## config.mk

```make
export PLATFORM = sky130hd
export DESIGN_NAME = adc_window_averager
export DESIGN_NICKNAME = d
export VERILOG_FILES = /design/src/rtl/adc_cond_pkg.sv /design/src/rtl/adc_sample_prescaler.sv /design/src/rtl/adc_window_averager.sv
export SDC_FILE = /design/constraint.sdc
export NUM_CORES = 1
export LEC_CHECK = 0
export ABC_CLOCK_PERIOD_IN_PS = 4300
export BUFFER_PORTS_ARGS = -buffer_cell sky130_fd_sc_hd__buf_2
export CAP_MARGIN = 0
export CORE_UTILIZATION = 55
export DETAILED_ROUTE_END_ITERATION = 7
export PLACE_DENSITY_LB_ADDON = 0.3
export SLEW_MARGIN = 20
export SYNTH_ARGS = -nofsm -noshare
export SYNTH_HDL_FRONTEND = slang
export SYNTH_SLANG_ARGS = --single-unit
export TNS_END_PERCENT = 20
```

## constraint.sdc

```tcl
create_clock -name clk -period 4.3 [get_ports clk]
set_clock_uncertainty 0.05 [all_clocks]
set_input_delay 0.86 -clock clk [delete_from_list [all_inputs] [get_ports clk]]
set_output_delay 0.86 -clock clk [all_outputs]
set_load 0.02 [all_outputs]
```

## src/rtl/adc_cond_pkg.sv

```systemverilog
// Shared constants and types for the ADC conditioning stage.
package adc_cond_pkg;

    localparam int ADC_W          = 8;
    localparam int WCNT_W         = 16;
    localparam int DIV_DEFAULT    = 1;
    localparam int LOG2_N_DEFAULT = 2;

    typedef enum logic {
        S_IDLE  = 1'b0,
        S_ACCUM = 1'b1
    } samp_state_e;

    // Accumulator width that holds 2^log2_n full-scale samples without overflow.
    function automatic int acc_width(input int log2_n);
        return ADC_W + log2_n;
    endfunction

endpackage

```

## src/rtl/adc_sample_prescaler.sv

```systemverilog
// Sample-rate prescaler: one tick every DIV enabled cycles, restarts when enable drops.
module adc_sample_prescaler #(
    parameter int DIV = 1
) (
    input  logic clk,
    input  logic reset,
    input  logic enable,
    output logic tick
);

    localparam logic [7:0] DIV_LAST = 8'(DIV - 1);

    logic [7:0] div_cnt_q, div_cnt_d;

    assign tick = enable && (div_cnt_q == DIV_LAST);

    always_comb begin
        // NOTE: default assigned first so no path leaves div_cnt_d unassigned (no latch).
        div_cnt_d = div_cnt_q;
        if (!enable || tick) begin
            div_cnt_d = '0;
        end else begin
            div_cnt_d = div_cnt_q + 8'd1;
        end
    end

    // NOTE: sequential state uses non-blocking assignments so every flop samples pre-edge values.
    always_ff @(posedge clk) begin
        if (reset) begin
            div_cnt_q <= '0;
        end else begin
            div_cnt_q <= div_cnt_d;
        end
    end

endmodule

```

## src/rtl/adc_window_averager.sv

```systemverilog
// Decimates the ADC stream, averages 2^LOG2_N-sample windows and publishes
// mean/min/max over valid/ready, flagging windows dropped under backpressure.
module adc_window_averager
    import adc_cond_pkg::*;
#(
    parameter int DIV    = DIV_DEFAULT,
    parameter int LOG2_N = LOG2_N_DEFAULT
) (
    input  logic              clk,
    input  logic              reset,
    input  logic [ADC_W-1:0]  adc_in,
    input  logic              enable,
    input  logic              clr_overrun,
    input  logic              avg_ready,
    output logic              avg_valid,
    output logic [ADC_W-1:0]  avg_data,
    output logic [ADC_W-1:0]  win_max,
    output logic [ADC_W-1:0]  win_min,
    output logic              overrun,
    output logic [WCNT_W-1:0] win_count
);

    localparam int ACC_W = acc_width(LOG2_N);
    localparam int IDX_W = (LOG2_N > 0) ? LOG2_N : 1;
    localparam logic [IDX_W-1:0] IDX_LAST = IDX_W'((2 ** LOG2_N) - 1);

    samp_state_e       state_q, state_d;
    logic [ADC_W-1:0]  adc_q, adc_d;
    logic [ACC_W-1:0]  acc_q, acc_d;
    logic [IDX_W-1:0]  idx_q, idx_d;
    logic [ADC_W-1:0]  run_max_q, run_max_d;
    logic [ADC_W-1:0]  run_min_q, run_min_d;
    logic              avg_valid_q, avg_valid_d;
    logic [ADC_W-1:0]  avg_data_q, avg_data_d;
    logic [ADC_W-1:0]  win_max_q, win_max_d;
    logic [ADC_W-1:0]  win_min_q, win_min_d;
    logic              overrun_q, overrun_d;
    logic [WCNT_W-1:0] win_count_q, win_count_d;

    logic              tick;
    logic [ACC_W-1:0]  acc_sum;
    logic [ADC_W-1:0]  sample_max, sample_min;
    logic              win_end, publish, transfer;

    adc_sample_prescaler #(
        .DIV (DIV)
    ) u_prescaler (
        .clk    (clk),
        .reset  (reset),
        .enable (enable),
        .tick   (tick)
    );

    // Sampling-side FSM: leaving ACCUM flushes the partial window (see datapath below).
    always_comb begin
        state_d = state_q;
        case (state_q)
            S_IDLE:  if (enable)  state_d = S_ACCUM;
            S_ACCUM: if (!enable) state_d = S_IDLE;
            default: state_d = S_IDLE;
        endcase
    end

    always_comb begin
        adc_d     = adc_in;
        acc_d     = acc_q;
        idx_d     = idx_q;
        run_max_d = run_max_q;
        run_min_d = run_min_q;
        win_end   = 1'b0;

        acc_sum    = acc_q + ACC_W'(adc_q);
        sample_max = (idx_q == '0 || adc_q > run_max_q) ? adc_q : run_max_q;
        sample_min = (idx_q == '0 || adc_q < run_min_q) ? adc_q : run_min_q;

        if (!enable) begin
            acc_d     = '0;
            idx_d     = '0;
            run_max_d = '0;
            run_min_d = '0;
        end else if (tick) begin
            run_max_d = sample_max;
            run_min_d = sample_min;
            if (idx_q == IDX_LAST) begin
                win_end = 1'b1;
                acc_d   = '0;
                idx_d   = '0;
            end else begin
                acc_d = acc_sum;
                idx_d = idx_q + IDX_W'(1);
            end
        end
    end

    // Output side: a one-deep result buffer; a full, unread buffer drops new windows.
    always_comb begin
        avg_valid_d = avg_valid_q;
        avg_data_d  = avg_data_q;
        win_max_d   = win_max_q;
        win_min_d   = win_min_q;
        overrun_d   = overrun_q;

        transfer    = avg_valid_q && avg_ready;
        publish     = win_end && (!avg_valid_q || avg_ready);
        win_count_d = win_count_q + WCNT_W'(win_end);

        if (clr_overrun) overrun_d = 1'b0;

        if (publish) begin
            avg_valid_d = 1'b1;
            avg_data_d  = acc_sum[ACC_W-1:LOG2_N];
            win_max_d   = sample_max;
            win_min_d   = sample_min;
        end else if (win_end) begin
            overrun_d = 1'b1;
        end else if (transfer) begin
            avg_valid_d = 1'b0;
        end
    end

    always_ff @(posedge clk) begin
        if (reset) begin
            state_q     <= S_IDLE;
            adc_q       <= '0;
            acc_q       <= '0;
            idx_q       <= '0;
            run_max_q   <= '0;
            run_min_q   <= '0;
            avg_valid_q <= 1'b0;
            avg_data_q  <= '0;
            win_max_q   <= '0;
            win_min_q   <= '0;
            overrun_q   <= 1'b0;
            win_count_q <= '0;
        end else begin
            state_q     <= state_d;
            adc_q       <= adc_d;
            acc_q       <= acc_d;
            idx_q       <= idx_d;
            run_max_q   <= run_max_d;
            run_min_q   <= run_min_d;
            avg_valid_q <= avg_valid_d;
            avg_data_q  <= avg_data_d;
            win_max_q   <= win_max_d;
            win_min_q   <= win_min_d;
            overrun_q   <= overrun_d;
            win_count_q <= win_count_d;
        end
    end

    assign avg_valid = avg_valid_q;
    assign avg_data  = avg_data_q;
    assign win_max   = win_max_q;
    assign win_min   = win_min_q;
    assign overrun   = overrun_q;
    assign win_count = win_count_q;

endmodule

```

# After elaboration in Yosys (flattened, before gate mapping)
# Cells that the tools add are included.
totals:
  ff_bits: 86
  in_bits: 13
  output_inout_bits: 42
classes:
  add_sub_neg: 4
  order_cmp: 2
  n_eq_ne: 2
  mux: 13
  n_bitwise: 1
  n_reduce_logical: 15
ops:
  columns: ["op", "n"]
  rows:
  - ["$add 16x1->16", 1]
  - ["$mux 8", 2]
  - ["$add 10x8->10", 1]
  - ["$mux 10", 1]
  - ["$mux 1", 9]
  - ["$add 8x1->8 const B", 1]
  - ["$gt 8x8->1", 1]
  - ["$logic_not 8->1", 1]
  - ["$lt 8x8->1", 1]
  - ["$logic_or 1x1->1", 4]
  - ["$reduce_or 2->1", 2]
  - ["$logic_and 1x1->1", 3]
  - ["$add 2x1->2 const B", 1]
  - ["$eq 2x2->1 const B", 1]
  - ["$logic_not 1->1", 2]
  - ["$logic_not 2->1", 1]
  - ["$mux 2", 1]
  - ["$ne 2x1->1 const B", 1]
  - ["$reduce_and 2->1", 1]
  - ["$reduce_bool 2->1", 1]
  - ["$not 1->1", 1]

# Logic depth before layout (Yosys ltp)
# Gate-level depths: netlist of the first run.
depth:
  depth_word: 7
  ltp_mapped: 13
  depth_no_buf: 13

# By module
# Synthesis of the first run repeated with hierarchy kept, for this count alone.
unflattened:
  hier_cells: 486
  hier_area_um2: 4317.9
modules_own_cells:
  columns: ["mod", "instances", "cells_each", "area_per_inst_um2"]
  rows:
  - ["adc_window_averager", 1, 444, 3950.0]
  - ["adc_sample_prescaler", 1, 42, 367.9]

# Worst setup path before layout of the first run
# No wires, ideal clock.
synth_path:
  kind: "register to register"
  from: "reg u_prescaler.div_cnt_q[0]"
  to: "reg win_count_q[15], in the netlist win_count[15]"
  setup_ps: 70
  t_arrival_ps: 2480
  required_ps: 4180
  setup_slack_ps: 1700
  path_stages_with_launch: 12
  n_path_buf: 0
  synth_period_minus_slack_ps: 2600
  path_cell_list: "dfxtp_1 > inv_1 > ha_1 > nor3b_1 > and3_1 > nand2_1 > inv_1 > ha_1 > and3_1 > or4b_1 > or3_1 > a21oi_1"
synth_between:
  elab_chain_len: 5
synth_lines:
  columns: ["item", "line_no", "text"]
  rows:
  - ["from (decl)", "adc_sample_prescaler.sv:13", "logic [7:0] div_cnt_q, div_cnt_d;"]
  - ["from (signal assigned)", "adc_sample_prescaler.sv:32", "div_cnt_q <= div_cnt_d;"]
  - ["$logic_not 8->1", "adc_sample_prescaler.sv:15", "assign tick = enable && (div_cnt_q == DIV_LAST);"]
  - ["$logic_and 1x1->1", "adc_sample_prescaler.sv:15", null]
  - ["$mux 1", "adc_window_averager.sv:81", "end else if (tick) begin"]
  - ["$mux 1", "adc_window_averager.sv:76", "if (!enable) begin"]
  - ["$add 16x1->16", "adc_window_averager.sv:105", "win_count_d = win_count_q + WCNT_W'(win_end);"]
  - ["to (signal assigned)", "adc_window_averager.sv:147", "win_count_q <= win_count_d;"]
  - ["to (decl)", "adc_window_averager.sv:38", "logic [WCNT_W-1:0] win_count_q, win_count_d;"]
# Every way passes these cells.
# A chain may end at the register's enable or synchronous reset.

# Final worst setup path of the first run
# Ends and elaborated chain as after synthesis.

==> flow_metrics.tcl, run 1 <==
set metrics [dict create \
    crit_path_end "win_count[15]$_SDFF_PP0_" \
    grt_antenna_before_repair 0 \
    routedWlPerCell_um 15.81 \
    drive_above_1_share 0.1655 \
    synthesis.area_mm2 0.004390 \
    cts_buffer_depth 2 \
    ant_nets 0 \
    critPathRequiredTime_ps 4550 \
    hold_violations 0 \
    syn_avg_cell_area_um2 8.746 \
    dp_hpwl_um 7443 \
    cts_sinks 86 \
    ys_top_cells_by_area "dfxtp_1, ha_1, nor2_1" \
    p_sw_frac 0.2665 \
    drc 0 \
    post-cts-setup-buffers 0 \
    crit_fanout 6 \
    synth_seq_cells 86 \
    seq_area_mm2 0.001722 \
    hold_path.class "reg2reg" \
    synth_cells 502 \
    first_global_vias 3585 \
    layout.nets 594 \
    ys_seq_area_frac 0.3921 \
    p_seq_frac 0.551 \
    max_slew_margin 0.3416 \
    synth_edf_count 0 \
    drt-pass1-iter-count 5 \
    cts_max_level 3 \
    path_class "reg2reg" \
    grt_usage 0.2578 \
    clk_root_buffer_cell "clkbuf_8" \
    io_buffers 54 \
    fp.dieH_um 91.35 \
    num_rows 32 \
    synthToLayoutAreaGrowth_pct 12.25 \
    grt_overflow 0 \
    p_int_w 0.001098 \
    pin_count 55 \
    dieArea_mm2 0.008344 \
    grt_start_max_net_pins 45 \
    crit_start "u_prescaler.div_cnt_q[0]$_SDFF_PP0_" \
    min_period_ps 2968 \
    finalSetupTns_ps 0 \
    fin_total_pwr_w 0.001497 \
    combPwrFrac 0.079 \
    async_flop_share 0 \
    synth_top_area_cell "dfxtp_1" \
    yosysWarnings 0 \
    power_per_cell_area_mw_per_mm2 303.8 \
    cts-resized-gates 0 \
    synthAdderAreaFrac 0.08720 \
    synth_cell_type_count 57 \
    core_area_mm2 0.007727 \
    vdd_ir_drop_max_mv 0.1653 \
    power.leakage_nw 1.993 \
    cp-start-kind "register" \
    die_w_um 91.35 \
    worst_pin_slew_ps 987.5 \
    gp_congestion 0.8416 \
    synth_xor_area_frac 0.03990 \
    cts_tree "built" \
    synth.mux.area_fraction 0.03648 \
    n_fill_cell 661 \
    detailedRoute.firstIterationViolations 204 \
    antenna_cells 0 \
    synth_top_family_by_area "simple AND/OR/NAND/NOR gates" \
    whs_ps 402.0 \
    r2r-end "win_count[15]$_SDFF_PP0_" \
    run_status "finished, final reports clean" \
    r2r_slack_ps 1330 \
    viasPerCell 5.892 \
    maxCapViolCount 0 \
    synth_top_area_frac 0.3921 \
    setup_viol 0 \
    syn_nets 545 \
    place_area_mm2 0.004735 \
    synth_simple_gate_area_frac 0.2266 \
    crit_arrival_ps 3220 \
    cts_made_buffers 9 \
    final_area_mm2 0.004928 \
    fmaxAchievable_mhz 337.0 \
    drv_slew 0 \
    synthFlopType "dfxtp_1" \
    clock_latency_ps 370 \
    multi_input_area_mm2 0.002465 \
    cp-end-kind "register" \
    cts.clk_slew.worst_paths_ps 90 \
    reg2reg_from "u_prescaler.div_cnt_q[0]$_SDFF_PP0_" \
    routed_wl_um 10400 \
    r2r_cells 11 \
    rsz0062_at_grt "no" \
    initial_utilization 0.5682 \
    via_count 3877 \
    switching_power_w 0.0003990 \
    final.period_utilization 0.6901 \
    p_clk_frac 0.370 \
    synth-compound-area-share 0.1707 \
    postCtsHoldBufs 0 \
    grt_pass1_wl_um 16910 \
]
## layout make-up
class                   count  share of cell area
multi-input cells         363              0.5001
flip-flops and latches     86              0.3493
repair buffers             57             0.05941
clock buffers              11             0.03072
inverters                  34             0.02589
well taps                 102             0.02589
clock inverters             5            0.008632
## through the flow
stage / utilization / std cells / setup slack, ps
finish: 0.6378 / 658 / 1332
CTS: 0.6378 / 658 / 1358
detailed placement: 0.6127 / 642 / 1389
global route: 0.6378 / 658 / 1046
floorplan: - / 502 / 1700
global placement: 0.6127 / 642 / 1531
## critical path, stage by stage (launching register included)
cell     delay [ps]
dfxtp_1         360
inv_1            70
ha_1            150
nor3b_1         450
and3_1          260
nand2_1          90
inv_1           100
ha_1            180
and3_1          170
or4b_1          510
or3_1           370
a21oi_1         150
## logic make-up (layout without fill, tap and decap cells)
| family | after synthesis | count (layout) |
|---|---|---|
| AOI/OAI and AO/OA | 101 | 101 |
| xor gates and xnor gates | 20 | 20 |
| adders and majority gates | 30 | 30 |
| buffers and inverters | 53 | 107 |
| DFF | 86 | 86 |
| muxes | 16 | 16 |
| and+or+nand+nor | 196 | 196 |
## cells in the mapped netlist, types with 4 or more instances
master      n
a21oi_1    24
inv_1      34
nor2_1     54
a311oi_1    8
o221a_2     8
nor4_1     11
and3_1     10
nor3_1     10
ha_1       29
a211oi_1   12
xor2_1     11
mux2i_1    16
o21ai_0    10
nor2b_1    15
nand2_1    47
xnor2_1     9
a2111oi_0  10
clkbuf_1   14
nand4_1     4
nand3_1    20
nand3b_1    4
dfxtp_1    86
## power groups by stage
| stage | logic [W] | clock network, W | registers, W |
|---|---|---|---|
| finish | 0.000118 | 0.000554 | 0.000825 |
| global route | 0.000132 | 0.000594 | 0.000827 |
| CTS | 0.000118 | 0.000561 | 0.000824 |
| detailed placement | 0.000117 | 0 | 0.000843 |
| global placement | 0.000113 | 0 | 0.000842 |
| floorplan | 0.0000904 | 0 | 0.000835 |
## sequential cells by signal (all words and copies together), names as in the netlist
register	flops
avg_data	8
idx_q	2
acc_q	10
run_max_q	8
u_prescaler.div_cnt_q	8
run_min_q	8
win_max	8
win_min	8
avg_valid	1
overrun	1
win_count	16
adc_q	8
## metal layers
layer	part of all wire	GRT usage	vias up
li1	-	-	1902
met1	0.46	0.3300	1835
met2	0.46	0.4091	116
met3	0.054	0.06700	24
met4	0.030	0.1124	0
met5	0	0	-
## placed cells by master (no fill, tap or decap), types with 8 or more instances in the layout
master      n
inv_1      34
a311oi_1    8
o221a_2     8
and3_1     10
ha_1       29
dfxtp_1    86
a21oi_1    24
nor2b_1    14
xor2_1     11
a211oi_1   12
o21ai_0    10
buf_2      54
nor2_1     54
clkbuf_8   11
nor4_1     11
nand3_1    20
xnor2_1     9
a2111oi_0  10
mux2i_1    16
nor3_1     10
nand2_1    47
## worst min path at each step
stage / startpoint / endpoint / slack (ps) / cells after the start
after detailed placement: avg_data[1]$_SDFFE_PP0P_ / avg_data[1]$_SDFFE_PP0P_ / 390 / 2
after global placement: avg_data[1]$_SDFFE_PP0P_ / avg_data[1]$_SDFFE_PP0P_ / 390 / 2
after CTS: avg_data[4]$_SDFFE_PP0P_ / avg_data[4]$_SDFFE_PP0P_ / 410 / 2
final: avg_data[4]$_SDFFE_PP0P_ / avg_data[4]$_SDFFE_PP0P_ / 400 / 2
after floorplan: acc_q[6]$_SDFFE_PP0N_ / acc_q[6]$_SDFFE_PP0N_ / 390 / 2
after global routing: avg_data[2]$_SDFFE_PP0P_ / avg_data[2]$_SDFFE_PP0P_ / 420 / 2
(Power assumes the default switching activity.)
==> inputs of run 2 (changes only) <==
--- a/config.mk
+++ b/config.mk
@@ -5,10 +5,10 @@
 export SDC_FILE = /design/constraint.sdc
 export NUM_CORES = 1
 export LEC_CHECK = 0
-export ABC_CLOCK_PERIOD_IN_PS = 4300
+export ABC_CLOCK_PERIOD_IN_PS = 2450
 export BUFFER_PORTS_ARGS = -buffer_cell sky130_fd_sc_hd__buf_2
 export CAP_MARGIN = 0
-export CORE_UTILIZATION = 55
+export CORE_UTILIZATION = 52
 export DETAILED_ROUTE_END_ITERATION = 7
 export PLACE_DENSITY_LB_ADDON = 0.3
 export SLEW_MARGIN = 20
==> constraint.sdc (replaced) <==
create_clock -name clk -period 2.45 [get_ports clk]
set_clock_uncertainty 0.05 [all_clocks]
set_input_delay 0.49 -clock clk [delete_from_list [all_inputs] [get_ports clk]]
set_output_delay 0.49 -clock clk [all_outputs]
set_load 0.02 [all_outputs]
==> flow_metrics.tcl, run 2 (synthesized netlist as in run 1, its figures left out) <==
set metrics [dict create \
    run_status "finished with violations" \
    violations "DRC" \
    viasPerCell 5.779 \
    timing.final.ws_setup_ps 0.9663 \
    cp-start-kind "register" \
    grt_usage 0.2548 \
    crit_start "u_prescaler.div_cnt_q[0]$_SDFF_PP0_" \
    hp-start "adc_in[3]" \
    fp.dieH_um 93.89 \
    reg2reg_from "u_prescaler.div_cnt_q[0]$_SDFF_PP0_" \
    dieArea_mm2 0.008814 \
    io_buffers 54 \
    cts_made_buffers 9 \
    drive_above_1_share 0.2371 \
    cts_sinks 86 \
    whs_ps 295.3 \
    gp_congestion 0.8641 \
    seq_area_mm2 0.001729 \
    drc 2 \
    hold_violations 0 \
    maxCapViolCount 0 \
    cts_buffer_depth 2 \
    multi_input_area_mm2 0.002539 \
    power.leakage_nw 2.167 \
    drv_slew 0 \
    cp-end-kind "register" \
    initial_utilization 0.5370 \
    hold_path.class "in2reg" \
    clk_root_buffer_cell "clkbuf_8" \
    setup_viol 0 \
    rsz0062_at_grt "yes" \
    pre_cts_ws_ps -106.9 \
    detailedRoute.firstIterationViolations 270 \
    core_area_mm2 0.008175 \
    finalSetupTns_ps 0 \
    cts_tree "built" \
    final_common_cell "dfxtp_1" \
    r2r_slack_ps 1 \
    first_global_vias 3648 \
    routedWlPerCell_um 15.96 \
    power_per_cell_area_mw_per_mm2 555.6 \
    dp_hpwl_um 7699 \
    crit_arrival_ps 2700 \
    min_period_ps 2449 \
    synthToLayoutAreaGrowth_pct 20.23 \
    fin_util 0.6457 \
    layout.nets 620 \
    die_w_um 93.89 \
    ant_nets 0 \
    max_slew_margin 0.5504 \
    drt-pass1-iter-count 6 \
    dp.cells 665 \
    final.period_utilization 0.9996 \
    path_class "reg2reg" \
    cts.clk_slew.worst_paths_ps 90 \
    grt_overflow 0 \
    worst_pin_slew_ps 672.3 \
    fmaxAchievable_mhz 408.3 \
    pin_count 55 \
    grt_pass1_wl_um 17550 \
    clock_latency_ps 360 \
    routed_wl_um 10960 \
    antenna_cells 0 \
    final_cell_mix "dfxtp_1, nor2_1, buf_2" \
    vdd_ir_drop_max_mv 0.3210 \
    grt_start_max_net_pins 47 \
    largest_reg_flops 16 \
    critPathRequiredTime_ps 2700 \
    grt_antenna_before_repair 0 \
    num_rows 33 \
    cts_max_level 3 \
    layout.cells.non_filler 687 \
    via_count 3970 \
    crit_fanout 4 \
    n_fill_cell 660 \
]
## run 2: where the power goes
| part | leakage, nW | internal (W) | total (W) | switching, W |
|---|---|---|---|---|
| clock network | 0.126 | 0.000694 | 0.00126 | 0.000566 |
| logic | 1.34 | 0.0000893 | 0.000230 | 0.000141 |
| registers | 0.699 | 0.00142 | 0.00144 | 0.0000266 |
| total | 2.17 | 0.00220 | 0.00293 | 0.000733 |
## run 2: metrics by stage
step	power, W	area (µm²)
after floorplan	0.001625	4415
after global placement	0.001690	4926
after detailed placement	0.001697	4926
after CTS	0.002931	5243
after global routing	0.003022	5279
final	0.002933	5279
## run 2: path summary, 6_finish.rpt
path	end	cells after the start
worst max register to register	win_count[15]$_SDFF_PP0_	11
worst min-delay path	adc_q[3]$_SDFF_PP0_	2
worst min register to register	avg_data[4]$_SDFFE_PP0P_	2
worst max-delay path	win_count[15]$_SDFF_PP0_	11
## run 2: final cells by class
| cell class | instances | share of cell area |
|---|---|---|
| Timing Repair Buffer | 83 | 0.09481 |
| Multi-Input combinational cell | 363 | 0.4809 |
| Sequential cell | 86 | 0.3276 |
| Inverter | 34 | 0.02418 |
| Clock buffer | 9 | 0.02347 |
| Clock inverter | 7 | 0.02418 |
| Tap cell | 105 | 0.02489 |
## run 2: critical path, stage by stage, from the launching register on
cell	delay, ps
dfxtp_2	330
inv_2	60
ha_4	130
nor3b_4	200
and3_4	230
nand2_4	50
inv_2	60
ha_4	140
and3_4	170
or4b_4	490
or3_4	350
a21oi_2	130
## run 2: layer usage
layer / routed length, µm / track usage
met4: 188 / 0.08718
met3: 570 / 0.03964
met2: 5213 / 0.4209
met1: 4991 / 0.3372
met5: 0 / 0
## run 2: repair_timing
action	4_1_cts	5_1_grt
setup buffers	3	3
setup endpoints to repair	5	7
resized for setup	13	6
hold buffers	0	0
pin swaps	5	7
==> inputs of run 3 (changes only) <==
--- a/config.mk
+++ b/config.mk
@@ -6,11 +6,11 @@
 export NUM_CORES = 1
 export LEC_CHECK = 0
 export ABC_CLOCK_PERIOD_IN_PS = 2450
-export BUFFER_PORTS_ARGS = -buffer_cell sky130_fd_sc_hd__buf_2
 export CAP_MARGIN = 0
-export CORE_UTILIZATION = 52
+export CORE_UTILIZATION = 55
 export DETAILED_ROUTE_END_ITERATION = 7
-export PLACE_DENSITY_LB_ADDON = 0.3
+export DONT_BUFFER_PORTS = 1
+export PLACE_DENSITY = 0.72
 export SLEW_MARGIN = 20
 export SYNTH_ARGS = -nofsm -noshare
 export SYNTH_HDL_FRONTEND = slang
==> flow_metrics.tcl, run 3 (synthesized netlist as in run 1, its figures left out) <==
set metrics [dict create \
    run_status "finished, final reports clean" \
    reg2reg_from "u_prescaler.div_cnt_q[1]$_SDFF_PP0_" \
    combPwrFrac 0.081 \
    p_int_w 0.001904 \
    drv_slew 0 \
    final_area_mm2 0.004997 \
    antenna_cells 0 \
    hold_path.class "in2reg" \
    final_common_cell "dfxtp_1" \
    rsz0062_at_grt "yes" \
    n_fill_cell 646 \
    first_global_vias 3555 \
    dp.cells 613 \
    cts_max_level 3 \
    final.period_utilization 0.9893 \
    largest_reg_flops 16 \
    hold_end "adc_q[5]$_SDFF_PP0_" \
    power_per_cell_area_mw_per_mm2 531.0 \
    fin_util 0.6467 \
    vdd_ir_drop_max_mv 0.3336 \
    io_buffers 0 \
    grt_usage 0.2676 \
    p_seq_frac 0.544 \
    layout.cells.non_filler 634 \
    final_cell_mix "dfxtp_1, nor2_1, nand2_1" \
    switching_power_w 0.0007500 \
    crit_start "u_prescaler.div_cnt_q[1]$_SDFF_PP0_" \
    critPathRequiredTime_ps 2710 \
    max_slew_margin 0.6113 \
    clk_root_buffer_cell "clkbuf_8" \
    grt_antenna_before_repair 0 \
    crit_arrival_ps 2680 \
    hold_violations 0 \
    layout.nets 570 \
    holdPathStages 1 \
    synthToLayoutAreaGrowth_pct 13.82 \
    setup_viol 0 \
    cp-start-kind "register" \
    cts_buffer_depth 2 \
    crit_fanout 5 \
    crit_path_top_delay_cell "or4b_4" \
    fin_total_pwr_w 0.002654 \
    p_sw_frac 0.2826 \
    drive_above_1_share 0.1673 \
    whs_ps 120.9 \
    detailedRoute.firstIterationViolations 197 \
    cts_tree "built" \
    maxCapViolCount 0 \
    drc 0 \
    multi_input_area_mm2 0.002569 \
    path_delay_family "simple AND/OR/NAND/NOR gates" \
    viasPerCell 5.964 \
    routed_wl_um 10960 \
    gp_congestion 0.8709 \
    routedWlPerCell_um 17.29 \
    initial_utilization 0.5682 \
    num_rows 32 \
    crit_buf_inv 2 \
    grt_start_max_net_pins 57 \
    cp-end-kind "register" \
    cts.clk_slew.worst_paths_ps 100 \
    ant_nets 0 \
    dieArea_mm2 0.008344 \
    r2r_cells 11 \
    cp_cell_sequence "inv_2 -> ha_4 -> nor3b_4 -> and3_4 -> nand2_4 -> inv_2 -> ha_4 -> and3_4 -> or4b_4 -> or3_1 -> a21oi_1" \
    hp-start "reset" \
    min_period_ps 2424 \
    place_area_mm2 0.004677 \
    via_count 3781 \
    die_w_um 91.35 \
    r2r-end "win_count[13]$_SDFF_PP0_" \
    pin_count 55 \
    r2r_slack_ps 30 \
    clock_latency_ps 370 \
    grt_pass1_wl_um 17470 \
    p_clk_frac 0.376 \
    path_class "reg2reg" \
    cpPeakStageDelay_ps 480 \
    fp.dieH_um 91.35 \
    power.leakage_nw 1.883 \
    cts_made_buffers 9 \
    cts_sinks 86 \
    fmaxAchievable_mhz 412.6 \
    core_area_mm2 0.007727 \
    grt_overflow 0 \
    seq_area_mm2 0.001728 \
    worst_pin_slew_ps 583.0 \
    dp_hpwl_um 7632 \
    drt-pass1-iter-count 4 \
]
-- run 3: cell count changes in the layout (fill, tap and decap cells not counted), moves of 2 or more --
cell       previous run  this run
bufinv_16             3         0
buf_2                54         0
o21ai_1               2         0
o21ai_0               8        10
buf_4                28        33
-- run 3: area by class of cell --
type	count	share of cell area
repair buffers	33	0.04957
well taps	102	0.02554
inverters	34	0.02554
flip-flops and latches	86	0.3458
clock inverters	7	0.01477
clock buffers	9	0.02479
multi-input cells	363	0.5140
-- run 3: power by group through the flow --
stage | sequential [W] | combinational, W | clock, W
after floorplan | 0.00147 | 0.000159 | 0
after global placement | 0.00147 | 0.000196 | 0
after detailed placement | 0.00147 | 0.000205 | 0
after CTS | 0.00144 | 0.000207 | 0.00102
after global routing | 0.00145 | 0.000236 | 0.00107
final | 0.00144 | 0.000214 | 0.000997
-- run 3: routing by layer --
metal / track usage / vias up / routed length [µm]
met5: 0 / - / 0
met4: 0.09259 / 0 / 212
met3: 0.07203 / 22 / 774
met2: 0.4129 / 110 / 4929
met1: 0.3601 / 1795 / 5047
li1: - / 1854 / -
-- run 3: timing repair --
action                     4_1_cts  5_1_grt
setup endpoints to repair        3       17
gates resized for setup          9       12
cloned                           0        0
hold buffers                     0        0
pin swaps                        5        5
setup buffers                    1        4
-- run 3: how the worst max path moves through the flow --
stage                                     to  slack, ps  depth (start not counted)
detailed placement  win_count[13]$_SDFF_PP0_          7                         11
global placement    win_count[13]$_SDFF_PP0_         70                         11
floorplan           win_count[15]$_SDFF_PP0_         10                          9
global route        win_count[13]$_SDFF_PP0_        -70                         11
finish              win_count[13]$_SDFF_PP0_         30                         11
CTS                 win_count[13]$_SDFF_PP0_          8                         11
-- run 3: stage by stage --
| step | TNS, ps | setup slack [ps] |
|---|---|---|
| 2_1_floorplan | 0 | 11.49 |
| 3_3_place_gp | 0 | 68.35 |
| 3_5_place_dp | 0 | 6.570 |
| 4_1_cts | 0 | 7.540 |
| 5_1_grt | -247.9 | -73.80 |
| 6_report | 0 | 26.18 |
